--- config.mk ---
export PLATFORM = sky130hd
export DESIGN_NAME = pipeline_hazard_ctl
export DESIGN_NICKNAME = d
export VERILOG_FILES = /design/src/rtl/hazard_pkg.sv /design/src/rtl/hazard_decode.sv /design/src/rtl/pipeline_hazard_ctl.sv
export SDC_FILE = /design/constraint.sdc
export NUM_CORES = 1
export LEC_CHECK = 0
export CORE_AREA = 3 3 85 148
export DETAILED_ROUTE_END_ITERATION = 10
export DIE_AREA = 0 0 88 151
export PLACE_DENSITY = 0.53
export SLEW_MARGIN = 20
export SYNTH_ARGS = -nofsm -noshare
export SYNTH_HDL_FRONTEND = slang
export SYNTH_SLANG_ARGS = --single-unit
--- constraint.sdc ---
create_clock -name clk -period 4.95 [get_ports clk]
set_input_delay 0.99 -clock clk [delete_from_list [all_inputs] [get_ports clk]]
set_output_delay 0.99 -clock clk [all_outputs]
set_load 0.02 [all_outputs]
--- src/rtl/hazard_pkg.sv ---
// Shared constants, slot layout and FSM encoding for the MIPS pipeline hazard controller.
package hazard_pkg;

    localparam int REG_W = 5;

    localparam logic [5:0] OP_RTYPE = 6'd0;
    localparam logic [5:0] OP_LW    = 6'd35;
    localparam logic [5:0] OP_SW    = 6'd43;
    localparam logic [5:0] OP_BEQ   = 6'd4;

    localparam logic [1:0] FWD_RF  = 2'b00;
    localparam logic [1:0] FWD_MEM = 2'b10;
    localparam logic [1:0] FWD_WB  = 2'b01;

    typedef enum logic {
        ST_RUN   = 1'b0,
        ST_STALL = 1'b1
    } hz_state_e;

    // Valid bits live in a separate shift register alongside these slots.
    typedef struct packed {
        logic             regwrite;
        logic             memread;
        logic [REG_W-1:0] dst;
        logic [REG_W-1:0] rs;
        logic [REG_W-1:0] rt;
        logic             uses_rt;
    } slot_t;

    // MEM/WB-priority operand source select for one EX source register.
    function automatic logic [1:0] fwd_sel(
        input logic             mem_ok,
        input logic [REG_W-1:0] mem_dst,
        input logic             wb_ok,
        input logic [REG_W-1:0] wb_dst,
        input logic [REG_W-1:0] src
    );
        if (mem_ok && mem_dst != '0 && mem_dst == src)
            return FWD_MEM;
        else if (wb_ok && wb_dst != '0 && wb_dst == src)
            return FWD_WB;
        else
            return FWD_RF;
    endfunction

endpackage

--- src/rtl/hazard_decode.sv ---
// Combinational register-usage decode of the IF/ID instruction.
module hazard_decode
    import hazard_pkg::*;
(
    input  logic [31:0]      instr,
    input  logic             valid,
    output logic [REG_W-1:0] rs,
    output logic [REG_W-1:0] rt,
    output logic [REG_W-1:0] dst,
    output logic             regwrite,
    output logic             memread,
    output logic             uses_rs,
    output logic             uses_rt
);

    logic [5:0] op;
    logic       unused_instr;

    assign op           = instr[31:26];
    assign unused_instr = ^instr[10:0];

    always_comb begin
        rs       = '0;
        rt       = '0;
        dst      = '0;
        regwrite = 1'b0;
        memread  = 1'b0;
        uses_rs  = 1'b0;
        uses_rt  = 1'b0;
        if (valid) begin
            unique case (op)
                OP_RTYPE: begin
                    uses_rs  = 1'b1;
                    uses_rt  = 1'b1;
                    dst      = instr[15:11];
                    regwrite = (instr[15:11] != '0);
                end
                OP_LW: begin
                    uses_rs  = 1'b1;
                    dst      = instr[20:16];
                    regwrite = (instr[20:16] != '0);
                    memread  = 1'b1;
                end
                OP_SW, OP_BEQ: begin
                    uses_rs = 1'b1;
                    uses_rt = 1'b1;
                end
                default: ;
            endcase
            // Non-read fields are zeroed so they can never match a destination.
            if (uses_rs) rs = instr[25:21];
            if (uses_rt) rt = instr[20:16];
        end
    end

endmodule

--- src/rtl/pipeline_hazard_ctl.sv ---
// Stall/flush/forwarding controller for a 5-stage MIPS pipeline with a shadow of EX/MEM/WB destinations.
module pipeline_hazard_ctl
    import hazard_pkg::*;
#(
    parameter int CNT_W = 16
) (
    input  logic             clk,
    input  logic             rst,
    input  logic [31:0]      id_instr,
    input  logic             id_valid,
    input  logic             ex_mem_pcsrc,
    output logic             pc_stall,
    output logic             if_id_stall,
    output logic             id_ex_bubble,
    output logic             flush_if_id,
    output logic             flush_id_ex,
    output logic             flush_ex_mem,
    output logic [1:0]       fwd_a,
    output logic [1:0]       fwd_b,
    output logic [CNT_W-1:0] stall_count,
    output logic [CNT_W-1:0] flush_count
);

    localparam int STAGES = 2;
    localparam int EX  = 0;
    localparam int MEM = 1;
    localparam int WB  = 2;

    logic [STAGES:0]        vld_pipe;
    slot_t [STAGES:0]       slot_q;
    slot_t                  id_slot;
    logic                   id_uses_rs;
    hz_state_e              state_q, state_d;
    logic                   ex_hit, load_use, stall, flush;
    logic                   unused_slot;

    hazard_decode u_decode (
        .instr    (id_instr),
        .valid    (id_valid),
        .rs       (id_slot.rs),
        .rt       (id_slot.rt),
        .dst      (id_slot.dst),
        .regwrite (id_slot.regwrite),
        .memread  (id_slot.memread),
        .uses_rs  (id_uses_rs),
        .uses_rt  (id_slot.uses_rt)
    );

    assign ex_hit = (id_uses_rs && slot_q[EX].dst == id_slot.rs) ||
                    (id_slot.uses_rt && slot_q[EX].dst == id_slot.rt);

    assign load_use = vld_pipe[EX] && slot_q[EX].memread && slot_q[EX].dst != '0 &&
                      id_valid && ex_hit && state_q == ST_RUN;

    // A taken branch squashes the consumer anyway, so it wins over the stall.
    assign flush = ex_mem_pcsrc && !rst;
    assign stall = load_use && !flush && !rst;

    assign pc_stall     = stall;
    assign if_id_stall  = stall;
    assign id_ex_bubble = stall;
    assign flush_if_id  = flush;
    assign flush_id_ex  = flush;
    assign flush_ex_mem = flush;

    always_comb begin
        fwd_a = FWD_RF;
        fwd_b = FWD_RF;
        if (!rst) begin
            fwd_a = fwd_sel(vld_pipe[MEM] && slot_q[MEM].regwrite && !slot_q[MEM].memread,
                            slot_q[MEM].dst,
                            vld_pipe[WB] && slot_q[WB].regwrite,
                            slot_q[WB].dst, slot_q[EX].rs);
            if (slot_q[EX].uses_rt)
                fwd_b = fwd_sel(vld_pipe[MEM] && slot_q[MEM].regwrite && !slot_q[MEM].memread,
                                slot_q[MEM].dst,
                                vld_pipe[WB] && slot_q[WB].regwrite,
                                slot_q[WB].dst, slot_q[EX].rt);
        end
    end

    always_comb begin
        state_d = state_q;
        unique case (state_q)
            ST_RUN:   if (stall) state_d = ST_STALL;
            ST_STALL: state_d = ST_RUN;
            default:  state_d = ST_RUN;
        endcase
        if (flush) state_d = ST_RUN;
    end

    always_ff @(posedge clk) begin
        if (rst) state_q <= ST_RUN;
        else     state_q <= state_d;
    end

    always_ff @(posedge clk) begin
        if (rst) begin
            vld_pipe <= '0;
            slot_q   <= '0;
        end else begin
            vld_pipe[WB] <= vld_pipe[MEM];
            slot_q[WB]   <= slot_q[MEM];
            if (flush) begin
                vld_pipe[MEM] <= 1'b0;
                slot_q[MEM]   <= '0;
            end else begin
                vld_pipe[MEM] <= vld_pipe[EX];
                slot_q[MEM]   <= slot_q[EX];
            end
            if (flush || stall) begin
                vld_pipe[EX] <= 1'b0;
                slot_q[EX]   <= '0;
            end else begin
                vld_pipe[EX] <= id_valid;
                slot_q[EX]   <= id_slot;
            end
        end
    end

    always_ff @(posedge clk) begin
        if (rst) begin
            stall_count <= '0;
            flush_count <= '0;
        end else begin
            stall_count <= stall_count + CNT_W'(stall);
            flush_count <= flush_count + CNT_W'(flush);
        end
    end

    assign unused_slot = ^{slot_q[EX].regwrite,
                           slot_q[MEM].rs, slot_q[MEM].rt, slot_q[MEM].uses_rt,
                           slot_q[WB].rs, slot_q[WB].rt, slot_q[WB].uses_rt, slot_q[WB].memread};

endmodule

==> flow_summary_export.csv, run 1 <==
group,metric,value,unit
logic_synthesis,synth-edff-count,0,
sta,slew_headroom,0.503,
hold_path,hold_start,"slot_q[17]",
global_routing,grt-ovfl-total,0,
logic_synthesis,synth_cells,311,
global_routing,grt_pass1_vias,2367,
critical_path,slowest_stage,"clkdlybuf4s50_1",
pwr,power.switching,0.241,mW
critical_path,timing.rr.start,"slot_q[12]",
place,io_buffers,66,
hold_path,hold_class,"flop to flop",
critical_path,endpoint_kind,"primary output",
critical_path,start_kind,"primary input",
pwr,cellInternalPower,0.917,mW
finish,fill_cells,1215,
clocking,clock_sinks,67,
run,max-cap-violations,0,
clocking,clockBufferDepth,2,
logic_synthesis,synth_warnings,0,
critical_path,critical_path.most_common_cell,"clkdlybuf4s50_1",
critical_path,crit_type,"primary input to primary output",
place,gp_congestion,0.832,
sta,fin_setup_tns,0,ns
sta,post-route-min-period,4.44,ns
floorplan,coreArea,11500,sq um
pwr,powerDensity,295,nW/um^2
clocking,cts_root_buffer,"clkbuf_16",
place,place.detailed.hpwl,5270,um
logic_synthesis,synthesis.nets,351,
run_status,status,"completed",
detailed_routing,avgRoutedWirePerCell,13.1,um
critical_path,cp_max_fo,5,
finish,area.growth.synth_to_final,36.7,%
critical_path,r2r-end,"stall_count[14]",
clocking,cts_tree,"yes",
clocking,cts_hold_buffers,0,
sta,period_share,0.896,
critical_path,rr_worst_depth,11,
sta,finalSetupViolCount,0,
logic_synthesis,synth-main-ff-cell,"dfxtp_1",
logic_synthesis,ys_seq_elements,67,
detailed_routing,drtPass1Iterations,5,
sta,hold_viol,0,
detailed_routing,drc,0,
detailed_routing,vias,2372,
floorplan,ios,78,
floorplan,dieHeight,151,um
critical_path,reg2reg_slack,2.00,ns
detailed_routing,drt_iter0_drc,79,
hold_path,worstHoldPathCells,1,
global_routing,antenna_found_initial,0,
global_routing,grt_max_degree,46,
finish,layout_commonest_cell,"dfxtp_1",
finish,diodes,0,
clocking,cts_max_level,3,
detailed_routing,ant_nets,0,
floorplan,initial_core_util,0.249,
critical_path,crit_required,3.96,ns
finish,final_nets,421,
pwr,ir_drop,0.183,mV
floorplan,row_count,52,
logic_synthesis,syn-cell-area,2870,sq um
critical_path,path_cells,"clkdlybuf4s50_1 > nor3b_1 > o211ai_2 > nor4_1 > a22o_1 > clkdlybuf4s50_1",
pwr,p_sw_frac,0.208,
pwr,p_leak,1.45,nW
clocking,clkSlewWorstSetupHoldPaths,0.05,ns
logic_synthesis,ys_seq_area_frac,0.468,
detailed_routing,viasPerCell,4.56,
finish,layout_common_cells,"dfxtp_1, clkdlybuf4s50_1, nor2_1, xor2_1, nand3_1",
logic_synthesis,yosysUniqueCellTypes,33,
finish,fin_util,0.341,
sta,rsz0062_at_grt,"false",
pwr,p_comb_frac,0.047,
logic_synthesis,async_flop_share,0,
floorplan,dieArea,13300,sq um
sta,max_freq,0.225,GHz
sta,finClkSkew,0.00362,ns
clocking,cts_resized,0,
floorplan,fp.dieW,88,um
sta,whs,0.433,ns
clocking,post_cts_buffers,0,
pwr,seqPwrFrac,0.469,
detailed_routing,routed_wl,6820,um
global_routing,grt_pass1_wl,11000,um
hold_path,hold_end,"slot_q[35]",
sta,tightest_slew,0.743,ns
clocking,clk_latency,0.32,ns
critical_path,max_stage_delay,0.66,ns
critical_path,worstPathArrival,3.45,ns
sta,timing.final.max_slew_violations,0,
global_routing,track_usage,0.110,
finish,drive_gt1_frac,0.0519,
pwr,clkPwrFrac,0.484,
clocking,numCtsBuffers,9,
logic_synthesis,syn_avg_cell_area,9.22,sq um
kinds of logic after synthesis:
family,count (synthesis),synth area share
simple gates,147,0.270
buf+inv,14,0.0271
fa+ha+maj,4,0.0175
flops,67,0.468
xor+xnor,51,0.156
compound gates,28,0.0620
power groups by stage:
stage / registers [mW] / clock network (mW) / logic (mW)
global placement: 0.554 / 0 / 0.0547
finish: 0.543 / 0.560 / 0.0544
CTS: 0.543 / 0.588 / 0.0555
floorplan: 0.556 / 0 / 0.0203
global route: 0.543 / 0.604 / 0.0591
detailed placement: 0.555 / 0 / 0.0553
per-stage QoR:
| step | setup WS, ns | cell area (sq um) | std cells | power [mW] |
|---|---|---|---|---|
| after floorplan | 1.24 | 2870 | 311 | 0.576 |
| after global placement | 0.556 | 3660 | 505 | 0.609 |
| after detailed placement | 0.493 | 3660 | 505 | 0.610 |
| after CTS | 0.493 | 3920 | 520 | 1.19 |
| after global routing | 0.367 | 3920 | 520 | 1.21 |
| final | 0.513 | 3920 | 520 | 1.16 |
critical path, delay by kind of cell:
kind / cells / cell delay, ns
buffers and inverters: 2 / 1.15
AND/OR/NAND/NOR: 2 / 0.77
AO/OA/AOI/OAI: 2 / 0.52
registers in the layout (all words and copies together), names as in the netlist:
| signal | cells |
|---|---|
| flush_count | 16 |
| vld_pipe | 3 |
| state_q | 1 |
| slot_q | 31 |
| stall_count | 16 |
worst max path at each step:
stage	from	end	slack [ns]
floorplan	rst	stall_count[13]	1.24
global placement	ex_mem_pcsrc	id_ex_bubble	0.56
detailed placement	ex_mem_pcsrc	id_ex_bubble	0.49
CTS	id_valid	id_ex_bubble	0.49
global route	id_valid	id_ex_bubble	0.37
finish	id_valid	id_ex_bubble	0.51
area by class of cell:
cell class	instances	area (sq um)	share of cell area
Inverter	2	7.51	0.00191
Timing Repair Buffer	71	693	0.177
Clock buffer	12	246	0.0629
Sequential cell	67	1340	0.342
Tap cell	135	169	0.0431
Clock inverter	3	15.0	0.00383
Multi-Input combinational cell	230	1450	0.369
Yosys cell counts, types with 2 or more instances:
master,instances,area [sq um]
a21oi_1,8,40.0
a22oi_1,5,37.5
ha_1,4,50.1
nor3_1,14,70.1
inv_1,2,7.51
or3_1,8,50.1
buf_2,2,10.0
nor2b_1,14,87.6
o2111ai_1,2,17.5
clkbuf_1,3,11.3
and4_1,3,26.3
and2_1,8,50.1
dfxtp_1,67,1340
nand3_1,20,100
nor4_1,8,50.1
o21ai_0,9,45.0
buf_1,2,7.51
nand4_1,7,43.8
xor2_1,32,280
nor2_1,36,135
nor3b_1,3,22.5
buf_4,4,30.0
xnor2_1,19,166
a22o_1,2,17.5
or4_1,6,45.0
nand2_1,16,60.1
routing by layer:
layer | global-route usage | wire length, um | vias up
met5 | 0 | 0 | -
met4 | 0.0684 | 193 | 0
met3 | 0.0250 | 307 | 14
met2 | 0.205 | 3690 | 63
met1 | 0.105 | 2630 | 1081
li1 | - | - | 1214
Power figures use the tool's default switching activity.
==> run 2: changes to the inputs <==
--- a/config.mk
+++ b/config.mk
@@ -5,11 +5,13 @@
 export SDC_FILE = /design/constraint.sdc
 export NUM_CORES = 1
 export LEC_CHECK = 0
-export CORE_AREA = 3 3 85 148
+export CORE_AREA = 3 3 89 155
 export DETAILED_ROUTE_END_ITERATION = 10
-export DIE_AREA = 0 0 88 151
+export DIE_AREA = 0 0 92 158
 export PLACE_DENSITY = 0.53
+export SETUP_SLACK_MARGIN = 0.1
 export SLEW_MARGIN = 20
 export SYNTH_ARGS = -nofsm -noshare
 export SYNTH_HDL_FRONTEND = slang
+export SYNTH_HIERARCHICAL = 1
 export SYNTH_SLANG_ARGS = --single-unit
==> run 2 against run 1 <==
  * Sequential power barely moved
  * Worst setup slack got worse by 0.085 ns
  * Cell count up 14%
  * Fmax is 1.9% lower
  * Total power is 11% higher
  * Register-to-register slack improved by 0.32 ns
  * Sequential cell count unchanged
  * Critical path depth grew 4
  * First-iteration DRC count decreased by 27%
  * Global-route usage down 0.62 points
  * Largest power group unchanged
==> flow_summary_export.csv, run 2 <==
group,metric,value,unit
finish,fin_cells,594,
floorplan,coreArea,12600,sq um
logic_synthesis,yosys.area.top_type,"dfxtp_1",
sta,max_freq,0.221,GHz
detailed_routing,avgRoutedWirePerCell,12.3,um
critical_path,worstPathArrival,3.53,ns
logic_synthesis,synth-main-ff-cell,"dfxtp_1",
sta,tightest_slew,0.495,ns
detailed_routing,routed_wl,7290,um
floorplan,fp.dieW,92,um
clocking,clock_sinks,67,
global_routing,track_usage,0.104,
clocking,clk_latency,0.32,ns
run_status,status,"completed",
clocking,cts_max_level,3,
logic_synthesis,syn-cell-area,3160,sq um
global_routing,grt_pass1_vias,2716,
clocking,numCtsBuffers,9,
floorplan,row_count,54,
hold_path,hold_class,"flop to flop",
detailed_routing,ant_nets,0,
finish,final_nets,461,
place,io_buffers,66,
sta,finalSetupViolCount,0,
critical_path,start_kind,"primary input",
finish,layout_commonest_cell,"dfxtp_1",
finish,layout_common_cells,"dfxtp_1, clkdlybuf4s50_1, xnor2_1, nand2_1, a21oi_1",
critical_path,reg2reg_slack,2.32,ns
critical_path,crit_required,3.96,ns
sta,rsz0062_at_grt,"false",
clocking,clockBufferDepth,2,
detailed_routing,drtPass1Iterations,4,
floorplan,ios,78,
global_routing,grt_pass1_wl,12200,um
sta,slew_headroom,0.667,
detailed_routing,vias,2632,
logic_synthesis,synth_cells,351,
logic_synthesis,ys_top_cells_by_area,"dfxtp_1, xnor2_1, xor2_1",
finish,area.growth.synth_to_final,38.3,%
global_routing,grt-ovfl-total,0,
floorplan,initial_core_util,0.251,
clocking,clkSlewWorstSetupHoldPaths,0.05,ns
critical_path,endpoint_kind,"primary output",
clocking,cts_root_buffer,"clkbuf_16",
logic_synthesis,yosysUniqueCellTypes,44,
run,max-cap-violations,0,
critical_path,max_stage_delay,0.48,ns
logic_synthesis,ys_seq_area_frac,0.425,
sta,worst_slack,0.428,ns
finish,top_regs,"slot_q x31, flush_count x16, stall_count x16",
finish,fin_util,0.347,
logic_synthesis,synth_warnings,6,
place,place.detailed.hpwl,5590,um
detailed_routing,drc,0,
sta,period_share,0.914,
sta,finClkSkew,0.00705,ns
critical_path,slowest_stage,"clkdlybuf4s50_1",
finish,design_area,4370,sq um
logic_synthesis,synth-edff-count,0,
logic_synthesis,synthesis.nets,391,
sta,fin_setup_tns,0,ns
logic_synthesis,synth_top_area_frac,0.425,
floorplan,dieArea,14500,sq um
place,placed_area,4000,sq um
pwr,p_leak,1.59,nW
logic_synthesis,yosysMostFrequentCell,"dfxtp_1",
clocking,cts_tree,"yes",
sta,timing.final.max_slew_violations,0,
clocking,cts_hold_buffers,0,
pwr,ir_drop,0.121,mV
sta,hold_viol,0,
sta,post-route-min-period,4.52,ns
place,gp_congestion,0.854,
logic_synthesis,synth_commonest_cells,"dfxtp_1, xnor2_1, nand2_1",
finish,largest_reg_flops,31,
place,pre_cts_ws,0.0181,ns
logic_synthesis,syn_avg_cell_area,8.99,sq um
logic_synthesis,ys_seq_elements,67,
finish,regMostFlops,"slot_q",
critical_path,critical_path.most_common_cell,"and2_1",
pwr,powerDensity,295,nW/um^2
critical_path,crit_type,"primary input to primary output",
finish,diodes,0,
global_routing,grt_max_degree,45,
finish,drive_gt1_frac,0.0986,
global_routing,antenna_found_initial,0,
detailed_routing,viasPerCell,4.43,
floorplan,dieHeight,158,um
detailed_routing,drt_iter0_drc,58,
critical_path,cp_max_fo,7,
critical_path,cp_num_buf_inv,3,
logic_synthesis,async_flop_share,0,
place,dp_cells,578,
critical_path,cp_top_family,"buffers and inverters",
critical_path,path_cells,"clkdlybuf4s50_1 > or2b_1 > o21ba_4 > and2_1 > xnor2_1 > nand4_1 > o22ai_1 > buf_4 > and2_1 > dlygate4sd2_1",
[run 2: cell types whose count changed after synthesis, sizes merged, moves of 6 or more]
cell	previous run	this run
and2	8	15
xor2	32	18
a21oi	8	27
xnor2	19	33
nand2	16	31
nor2	36	25
a21boi	0	6
[run 2: final cells by class]
type,instances,area (sq um)
multi-input combinational,264,1740
fill,1340,8200
timing repair buffer,75,732
tap,168,210
clock inverter,4,72.6
inverter,4,15.0
sequential,67,1340
clock buffer,12,256
[run 2: logic make-up (layout without fill, tap and decap cells)]
logic type               after synthesis  in the layout  synth area share
adder cells (fa/ha/maj)                4              4            0.0159
flip-flops                            67             67             0.425
AO/OA/AOI/OAI                         46             46            0.0872
buffers and inverters                 20             95            0.0349
XOR/XNOR                              51             51             0.141
AND/OR/NAND/NOR                      163            163             0.296
[run 2: worst paths after layout]
| check | depth (start not counted) | startpoint | endpoint |
|---|---|---|---|
| worst max-delay path | 10 | id_valid | if_id_stall |
| worst min-delay path | 1 | slot_q[17] | slot_q[35] |
| worst max register to register | 11 | slot_q[11] | stall_count[14] |
| worst min register to register | 1 | slot_q[17] | slot_q[35] |
[run 2: metrics by stage]
step                hold WS, ns  power (mW)
global placement          0.417       0.616
detailed placement        0.419       0.616
floorplan                 0.406       0.581
CTS                       0.432        1.31
global route              0.464        1.33
finish                    0.428        1.29
[run 2: metal layers]
metal	wire, um	global-route usage	vias to the layer above
met5	0	0	-
met3	411	0.0290	13
li1	-	-	1357
met2	3720	0.193	82
met1	2950	0.104	1180
met4	213	0.0567	0
[run 2: repair_timing]
item | in CTS | in global routing
endpoints found under the setup margin | 3 | 2
hold endpoints to repair | 0 | 0
gates resized for setup | 7 | 2
setup buffers | 0 | 0
[run 2: report_power, final]
part / total [mW] / leakage (nW) / switching (mW) / internal [mW]
clock: 0.682 / 0.159 / 0.215 / 0.467
combinational: 0.0627 / 0.888 / 0.0307 / 0.0320
sequential: 0.543 / 0.540 / 0.00143 / 0.542
total: 1.29 / 1.59 / 0.247 / 1.04
